$ cat config.mk
export PLATFORM = sky130hd
export DESIGN_NAME = bram_stream_reader
export DESIGN_NICKNAME = d
export VERILOG_FILES = /design/src/rtl/msb_pkg.sv /design/src/rtl/base_vlat.sv /design/src/rtl/stream_skid_fifo.sv /design/src/rtl/bram_stream_reader.sv
export SDC_FILE = /design/constraint.sdc
export NUM_CORES = 1
export LEC_CHECK = 0
export BUFFER_PORTS_ARGS = -buffer_cell sky130_fd_sc_hd__buf_2
export CELL_PAD_IN_SITES_DETAIL_PLACEMENT = 1
export CELL_PAD_IN_SITES_GLOBAL_PLACEMENT = 1
export CORE_MARGIN = 2
export CORE_UTILIZATION = 44
export CTS_BUF_LIST = sky130_fd_sc_hd__clkbuf_4 sky130_fd_sc_hd__clkbuf_8 sky130_fd_sc_hd__clkbuf_16
export CTS_CLUSTER_SIZE = 12
export DETAILED_ROUTE_END_ITERATION = 10
export PLACE_DENSITY = 0.84
export SYNTH_ARGS = -nofsm -noshare
export SYNTH_HDL_FRONTEND = slang
export SYNTH_SLANG_ARGS = --single-unit
$ cat constraint.sdc
create_clock -name clk2x -period 3 [get_ports clk2x]
set_clock_uncertainty 0.05 [all_clocks]
set_input_delay 0.15 -clock clk2x [delete_from_list [all_inputs] [get_ports clk2x]]
set_output_delay 0.15 -clock clk2x [all_outputs]
set_load 0.02 [all_outputs]
$ cat src/rtl/msb_pkg.sv
// Shared definitions for the BRAM stream reader: BRAM read latency, default sizes
// and the ring-pointer increment used by both the read pointer and the skid FIFO.
package msb_pkg;

   localparam int unsigned BRAM_RD_LATENCY = 2;
   localparam int unsigned DEF_DATA_WIDTH  = 64;
   localparam int unsigned DEF_RAM_DEPTH   = 512;

   // Increment with wrap at an arbitrary depth (depth need not be a power of two).
   function automatic int unsigned ptr_wrap(input int unsigned ptr, input int unsigned depth);
      return (ptr == depth - 1) ? 0 : ptr + 1;
   endfunction

endpackage

$ cat src/rtl/base_vlat.sv
// One register stage with synchronous active-low reset and synchronous clear;
// chained to delay the read-valid strobe by the BRAM read latency.
module base_vlat #(
   parameter int unsigned WIDTH = 1
) (
   input  logic             clk,
   input  logic             reset,
   input  logic             i_clear,
   input  logic [WIDTH-1:0] i_d,
   output logic [WIDTH-1:0] o_q
);

   always_ff @(posedge clk) begin
      if (!reset || i_clear) o_q <= '0;
      else                   o_q <= i_d;
   end

endmodule

$ cat src/rtl/stream_skid_fifo.sv
// Small output FIFO that absorbs reads already in flight from the BRAM;
// write-enable in, valid/ready out, synchronous active-low reset plus flush.
module stream_skid_fifo import msb_pkg::*; #(
   parameter int unsigned DATA_WIDTH = DEF_DATA_WIDTH,
   parameter int unsigned DEPTH      = 4
) (
   input  logic                  clk,
   input  logic                  reset,
   input  logic                  i_flush,
   input  logic                  i_we,
   input  logic [DATA_WIDTH-1:0] i_wd,
   output logic                  o_valid,
   input  logic                  i_ready,
   output logic [DATA_WIDTH-1:0] o_rd
);

   localparam int unsigned PW = $clog2(DEPTH);
   localparam int unsigned CW = $clog2(DEPTH + 1);

   logic [DATA_WIDTH-1:0] mem [DEPTH];
   logic [PW-1:0]         wp_q, rp_q;
   logic [CW-1:0]         cnt_q;
   logic                  pop;

   assign o_valid = (cnt_q != '0);
   assign pop     = o_valid && i_ready;
   assign o_rd    = o_valid ? mem[rp_q] : '0;

   // Storage is not reset; the pointers alone decide what is visible.
   always_ff @(posedge clk) begin
      if (i_we) mem[wp_q] <= i_wd;
   end

   always_ff @(posedge clk) begin
      if (!reset || i_flush) begin
         wp_q  <= '0;
         rp_q  <= '0;
         cnt_q <= '0;
      end else begin
         if (i_we) wp_q <= PW'(ptr_wrap(32'(wp_q), DEPTH));
         if (pop)  rp_q <= PW'(ptr_wrap(32'(rp_q), DEPTH));
         if (i_we && !pop)      cnt_q <= cnt_q + CW'(1);
         else if (!i_we && pop) cnt_q <= cnt_q - CW'(1);
      end
   end

endmodule

$ cat src/rtl/bram_stream_reader.sv
// Read-side engine for one stream in the double-pumped BRAM: tracks committed entries,
// issues credit-limited reads and delivers data in order on a valid/ready handshake.
module bram_stream_reader import msb_pkg::*; #(
   parameter int unsigned DATA_WIDTH = DEF_DATA_WIDTH,
   parameter int unsigned RAM_DEPTH  = DEF_RAM_DEPTH,
   parameter int unsigned ADDR_WIDTH = $clog2(RAM_DEPTH),
   parameter int unsigned RD_LATENCY = BRAM_RD_LATENCY,
   parameter int unsigned SKID_DEPTH = 4
) (
   input  logic                  clk2x,
   input  logic                  reset,
   input  logic                  i_flush,
   input  logic                  i_push,
   output logic                  o_full,
   output logic [ADDR_WIDTH:0]   o_count,
   output logic                  o_re,
   output logic [ADDR_WIDTH-1:0] o_ra,
   input  logic [DATA_WIDTH-1:0] i_rd,
   output logic                  o_valid,
   input  logic                  i_ready,
   output logic [DATA_WIDTH-1:0] o_data
);

   localparam int unsigned CW = $clog2(SKID_DEPTH + 1);
   localparam logic [ADDR_WIDTH:0] DEPTH_C    = (ADDR_WIDTH + 1)'(RAM_DEPTH);
   localparam logic [CW-1:0]       CREDIT_MAX = CW'(SKID_DEPTH);

   logic [ADDR_WIDTH:0]   count_q;
   logic [ADDR_WIDTH-1:0] rd_ptr_q;
   logic [CW-1:0]         credit_q;
   logic                  push_ok, re, pop;
   logic [RD_LATENCY:0]   vpipe;

   assign o_full  = (count_q == DEPTH_C);
   assign push_ok = i_push && !o_full;
   // A credit per skid slot guarantees every issued read has somewhere to land.
   assign re      = (count_q != '0) && (credit_q != '0) && !i_flush;
   assign pop     = o_valid && i_ready;

   assign o_re    = re;
   assign o_ra    = rd_ptr_q;
   assign o_count = count_q;

   always_ff @(posedge clk2x) begin
      if (!reset || i_flush) begin
         count_q  <= '0;
         rd_ptr_q <= '0;
         credit_q <= CREDIT_MAX;
      end else begin
         if (push_ok && !re)      count_q <= count_q + 1'b1;
         else if (!push_ok && re) count_q <= count_q - 1'b1;
         if (re) rd_ptr_q <= ADDR_WIDTH'(ptr_wrap(32'(rd_ptr_q), RAM_DEPTH));
         if (pop && !re)      credit_q <= credit_q + CW'(1);
         else if (!pop && re) credit_q <= credit_q - CW'(1);
      end
   end

   assign vpipe[0] = re;
   for (genvar i = 0; i < RD_LATENCY; i++) begin : g_vlat
      base_vlat #(.WIDTH(1)) u_vlat (
         .clk     (clk2x),
         .reset   (reset),
         .i_clear (i_flush),
         .i_d     (vpipe[i]),
         .o_q     (vpipe[i+1])
      );
   end

   stream_skid_fifo #(.DATA_WIDTH(DATA_WIDTH), .DEPTH(SKID_DEPTH)) u_skid (
      .clk     (clk2x),
      .reset   (reset),
      .i_flush (i_flush),
      .i_we    (vpipe[RD_LATENCY]),
      .i_wd    (i_rd),
      .o_valid (o_valid),
      .i_ready (i_ready),
      .o_rd    (o_data)
   );

   push_when_full : assert property (@(posedge clk2x) disable iff (!reset)
      !(i_push && o_full && !i_flush));

endmodule

==> impl_results.md, run 1 <==
- Outcome: finished clean
- #FFs+latches synth: 289
- I/O Buffers: 154
- Setup crit start kind: flip-flop
- Worst EP required: 3.41 ns
- Main synth FF type: edfxtp_1
- Vias per cell: 5.34
- Max VDD drop: 0.852 mV
- FILL cells: 2379
- Fraction of layout cells with a size suffix above 1: 35.0%
- Final-report hold violation count: 0
- Critical Path End: o_count[9]
- F_max: 339 MHz
- NumNets Final: 964
- R2R setup slack: 0.05 ns
- DRT iter0 DRCs: 454
- DRT Pass-1 Iters: 5
- Slowest cell delay on critical path: 0.34 ns
- Gate Count Post-Synth: 629
- Most common cell after layout, fill and taps aside: edfxtp_1
- Most frequent cells in the layout: 256 x edfxtp_1, 154 x buf_2, 68 x dlygate4sd3_1
- Num CTS Buffers: 30
- Total congestion overflow: 0
- Number of enable flip-flop cells after synthesis: 256
- Arrival time at the worst endpoint: 3.37 ns
- Fin worst setup slack: 0.0461 ns
- Post-Syn Area: 0.0115 mm^2
- Relative slew slack: 57.2%
- Vias: 6589
- Final Power: 11.0 mW
- I/O pin count: 155
- GRT Util Overall: 19.4%
- Worst setup path start: o_count[6]
- Final setup TNS: 0 ns
- Place WS: -0.0842 ns
- H-Tree Depth: 1
- WS Path Type: reg2reg
- CTS tree: yes
- Vias in the first global route: 7437
- Final Slew Violations: 0
- Worst-skew pair later-pin latency: 0.54 ns
- Pleak: 5.25 nW
- Mapped Nets: 719
- Die height: 166 um
- Register area share after synthesis: 72.5%
- R2R depth: 12
- Least-Margin Pin Slew: 0.642 ns
- Initial core utilization: 44.4%
- Pwr/cell area: 754 mW/mm^2
- Largest net degree at the start of global routing: 66
- Yosys cell types: 42
- Crit path cell chain: nor4_4 -> nand3_2 -> o21ai_2 -> ha_4 -> inv_6 -> ha_1 -> nand3_1 -> o221ai_2 -> a221oi_2 -> xnor2_1 -> or3_1 -> a21oi_2
- Final wirelength: 26500 um
- FFs w/ async S/R, synth: 0%
- HPWL reported at the end of detailed placement: 15900 um
- Die Wd: 166 um
- Mean Syn Cell Area: 18.3 um^2
- Crit path capture type: flip-flop
- HP Class: in2reg
- Setup Viol. Count Final: 0
- ANT nets after route: 0
- Critical R2R Capture: o_count[9]
- Max Cap Viol: 0
- Total core area: 0.0259 mm^2
- Min Tclk post-route: 2.95 ns
- First-pass GRT wire length: 42300 um
- Drt wl/cell: 21.5 um
- Die ar.: 0.0275 mm^2
- Yosys warnings: 0
- Area grow syn2layout: 26.7%
- Clock Path Buffers: 3
- CTS Sinks: 289
- Antenna violations before repair: 1
- GP Congestion: 0.808
- Root Driver: clkbuf_16
- Setup repair bufs after CTS: 0
- Worst Path Max Fanout: 8
- Final Cycle Share: 98.5%
- Origin of the worst min-delay path: i_rd[34]
- Number of core rows: 59
- Worst r2r src: o_count[6]
- Worst-path clk slew: 0.06 ns
- DRC: 0
- Slowest cell on the critical path: dfxtp_1
-- layer usage --
layer	global-route usage, %	up-vias	wire length (um)
li1	-	2964	-
met1	23.9	3395	10700
met2	35.9	189	14100
met3	3.24	41	1290
met4	3.97	0	443
met5	0	-	0
-- flip-flops by register name, summed over array words and instances (netlist names), named ones only --
name and flops:
credit_q 3, g_vlat.u_vlat.o_q 2, o_count 10, o_ra 9, u_skid.cnt_q 3, u_skid.mem 256
u_skid.rp_q 2, u_skid.wp_q 2
-- final cells by class --
| class | count | area (um^2) | share of cell area [%] |
|---|---|---|---|
| Timing Repair Buffer | 240 | 1670 | 11.5 |
| Clock buffer | 49 | 923 | 6.33 |
| Multi-Input combinational cell | 298 | 3090 | 21.2 |
| Antenna cell | 1 | 2.50 | 0.0172 |
| Clock inverter | 7 | 60.1 | 0.412 |
| Tap cell | 335 | 419 | 2.87 |
| Inverter | 15 | 61.3 | 0.420 |
| Sequential cell | 289 | 8360 | 57.3 |
-- synthesized netlist by cell type, types with 2 or more instances --
cell        n  area, um^2
edfxtp_1  256        7690
and2_1     71         444
mux4_2     64        1440
dfxtp_1    33         661
nor2_1     24        90.1
clkbuf_1   18        67.6
ha_1       18         225
a21oi_1    17        85.1
o21ai_0    16        80.1
inv_1      15        56.3
nand2_1    12        45.0
buf_2       8        40.0
nand3_1     8        40.0
or3_1       8        50.1
nor3_1      7        35.0
xor2_1      7        61.3
mux2i_1     5        50.1
nor2b_1     5        31.3
a31oi_1     4        25.0
fa_1        3        60.1
nand3b_1    3        22.5
nor4_1      3        18.8
xnor2_1     3        26.3
and3_1      2        12.5
o31ai_1     2        15.0
-- how the worst min path moves through the flow --
stage | endpoint | cells past startpoint
floorplan | u_skid.mem[0][0] | 0
global placement | u_skid.mem[2][54] | 1
detailed placement | u_skid.mem[1][48] | 1
CTS | u_skid.mem[1][48] | 2
global route | u_skid.mem[3][62] | 2
finish | u_skid.mem[3][34] | 2
-- cells by family after synthesis --
| family | Yosys count | share of synthesized area (%) |
|---|---|---|
| fa+ha+maj | 21 | 2.48 |
| xor+xnor | 10 | 0.761 |
| simple gates | 148 | 7.17 |
| flops | 289 | 72.5 |
| compound gates | 50 | 2.69 |
| mux | 69 | 12.9 |
| buf+inv | 42 | 1.47 |
-- timing repair --
item / 4_1_cts / 5_1_grt
pin swaps: 2 / 9
setup endpoints to repair: 5 / 5
hold buffers: 68 / 0
gates resized for setup: 3 / 13
gates cloned: 0 / 0
hold endpoints to repair: 262 / 0
-- worst max-delay path, delay by kind of cell (launching register included) --
kind,cells,cell delay [ns]
flip-flops,1,0.34
XOR/XNOR,1,0.11
buffers and inverters,1,0.06
AND/OR/NAND/NOR,4,0.98
adder cells (fa/ha/maj),2,0.51
AO/OA/AOI/OAI,4,0.82
-- where the power goes --
part | total (mW) | leakage, nW | internal [mW] | switching [mW]
logic | 2.67 | 2.17 | 1.13 | 1.54
registers | 4.68 | 2.57 | 4.54 | 0.137
clock network | 3.64 | 0.508 | 2.18 | 1.45
-- per-stage QoR --
stage,instance area (um^2),std cells,hold WS [ns],util [%]
after floorplan,11500,629,0.199,-
after global placement,12800,1109,0.313,49.6
after detailed placement,12800,1109,0.317,49.6
after CTS,14500,1233,0.294,56.0
after global routing,14600,1233,0.314,56.3
final,14600,1234,0.322,56.3
Power figures use the tool's default switching activity.
==> run 2, diff against run 1 <==
- CAP_MARGIN: not set -> 0
- REMOVE_ABC_BUFFERS: not set -> 1
==> impl_results.md, run 2 (synthesis gave the netlist of run 1 again) <==
- Outcome: finished clean
- Number of core rows: 59 (unchanged)
- HPWL reported at the end of detailed placement: 15600 um (-2.0%)
- Sequential Power Share: 42.8% (+0.2 points)
- DP Cell Count: 1116 (+0.63%)
- WP depth: 12 (unchanged)
- Drt wl/cell: 21.6 um (+0.48%)
- Max VDD drop: 0.754 mV (-11%)
- H-Tree Depth: 1 (unchanged)
- Final non-filler cell area: 0.0146 mm^2 (+0.22%)
- Clk pwr share: 31.6% (-1.5 points)
- Initial core utilization: 44.4% (unchanged)
- ANT nets after route: 0 (unchanged)
- R2R setup slack: 0.02 ns (-0.02 ns)
- Die ar.: 0.0275 mm^2 (unchanged)
- Final wirelength: 26800 um (+0.97%)
- Final core occ: 56.4% (+0.13 points)
- Max Cap Viol: 0 (unchanged)
- Area after DPL: 0.0129 mm^2 (+0.34%)
- F_max: 336 MHz (-0.75%)
- Most common cell after layout, fill and taps aside: edfxtp_1
- Setup crit start kind: flip-flop
- Relative slew slack: 56.3% (-0.95 points)
- Max reg flops: 256 (unchanged)
- Fraction of layout cells with a size suffix above 1: 36.1% (+1.1 points)
- Slowest cell on the critical path: or3_1
- Vias: 6613 (+0.36%)
- Sw Ratio: 28.5% (+0.030 points)
- Total core area: 0.0259 mm^2 (unchanged)
- Vias in the first global route: 7323 (-1.5%)
- DRC: 0 (unchanged)
- HP Class: in2reg
- Final setup TNS: 0 ns (unchanged)
- P_sw: 3.12 mW (-0.30%)
- Cell Int Power: 7.82 mW (-0.45%)
- Antenna violations before repair: 2 (+1)
- Worst Path Max Fanout: 3 (-5)
- DRT Pass-1 Iters: 5 (unchanged)
- Root Driver: clkbuf_16
- Area grow syn2layout: 26.9%
- Finished Layout Cells: 1240 (+0.49%)
- Slowest cell delay on critical path: 0.40 ns (+0.06 ns)
- Largest net degree at the start of global routing: 66 (unchanged)
- Die Wd: 166 um (unchanged)
- Pwr/cell area: 749 mW/mm^2 (-0.63%)
- Vias per cell: 5.33 (-0.12%)
- Final-report hold violation count: 0 (unchanged)
- Most frequent cells in the layout: 256 x edfxtp_1, 154 x buf_2, 67 x and2_1, 67 x dlygate4sd3_1, 64 x mux4_2
- Comb pwr share: 25.6% (+1.3 points)
- Final Slew Violations: 0 (unchanged)
- Reg with most FFs: u_skid.mem
- Arrival time at the worst endpoint: 3.38 ns (about the same)
- Worst-path clk slew: 0.06 ns (about the same)
- Final Cycle Share: 99.2% (+0.74 points)
- Worst-skew pair later-pin latency: 0.54 ns (about the same)
- R2R depth: 12 (unchanged)
- Num CTS Buffers: 30 (unchanged)
- GRT Util Overall: 19.4% (+0.032 points)
- WS Path Type: reg2reg
- Pleak: 5.26 nW (about the same)
- Top delay family on crit path: simple AND/OR/NAND/NOR gates
- Crit path cell chain: nor4_4 -> nand3_2 -> o21ai_2 -> ha_2 -> inv_2 -> ha_1 -> a211oi_2 -> nor2_2 -> a221oi_2 -> xnor2_1 -> or3_1 -> a21oi_2
- Die height: 166 um (unchanged)
- I/O pin count: 155 (unchanged)
- Hold path cells: 2 (unchanged)
- DRT iter0 DRCs: 548 (+21%)
- Min Tclk post-route: 2.98 ns (+0.0222 ns)
- CTS tree: yes
- CP bufs+invs: 1 (unchanged)
- RSZ-0062 raised after global routing: true
- Crit path capture type: flip-flop
- CTS Sinks: 289 (unchanged)
- NumNets Final: 973 (+0.93%)
- GP Congestion: 0.820 (+1.5%)
- Setup Viol. Count Final: 0 (unchanged)
- Worst EP required: 3.41 ns (about the same)
- Total congestion overflow: 0 (unchanged)
- First-pass GRT wire length: 42000 um (-0.69%)
- Final Power: 10.9 mW (-0.41%)
- Clock Path Buffers: 3 (unchanged)
- I/O Buffers: 154 (unchanged)
- Least-Margin Pin Slew: 0.654 ns (+0.0129 ns)
==> run 2: changes by cell type in the layout (fill, tap and decap cells not counted), moves of 2 or more <==
cell	change
clkbuf_4	-3
inv_2	+2
clkinv_1	+2
clkinv_2	-2
buf_4	+9
ha_1	-2
==> run 2: path summary, 6_finish.rpt <==
path / start / to
worst max-delay path: o_count[6] / o_count[9]
worst min register to register: g_vlat[0].u_vlat.o_q / g_vlat[1].u_vlat.o_q
worst max register to register: o_count[6] / o_count[9]
worst min-delay path: i_rd[33] / u_skid.mem[1][33]
==> run 2: area by class of cell <==
type	instances	area [um^2]
repair buffers	249	1740
well taps	335	419
clock inverters	7	35.0
flip-flops and latches	289	8360
inverters	15	56.3
diodes	2	5.00
clock buffers	45	887
fillers	2382	11300
multi-input cells	298	3120
==> run 2: through the flow <==
stage	hold slack (ns)	setup WS, ns
floorplan	0.199	-0.801
global placement	0.313	0.0178
detailed placement	0.318	-0.0964
CTS	0.292	0.00545
global route	0.307	-0.139
finish	0.315	0.0239
==> run 2: metal layers <==
metal / vias to the layer above / global-route usage (%) / share of wire [%]
met1: 3385 / 24.4 / 40
li1: 2972 / - / -
met4: 0 / 4.95 / 1.8
met5: - / 0 / 0
met3: 49 / 3.84 / 5.9
met2: 207 / 34.5 / 52
==> run 2: timing repair <==
item,in CTS,in global routing
endpoints found under the hold margin,262,0
hold buffers,67,0
setup endpoints to repair,3,6
pin swaps,0,11
resized for setup,2,22
buffers inserted,0,3
==> run 2: power groups by stage <==
stage               clock, mW  combinational (mW)  sequential [mW]
finish                   3.46                2.81             4.68
CTS                      3.53                2.56             4.66
global route             3.71                3.09             4.70
global placement            0                2.38             4.73
detailed placement          0                2.46             4.74
floorplan                   0                1.48             4.82
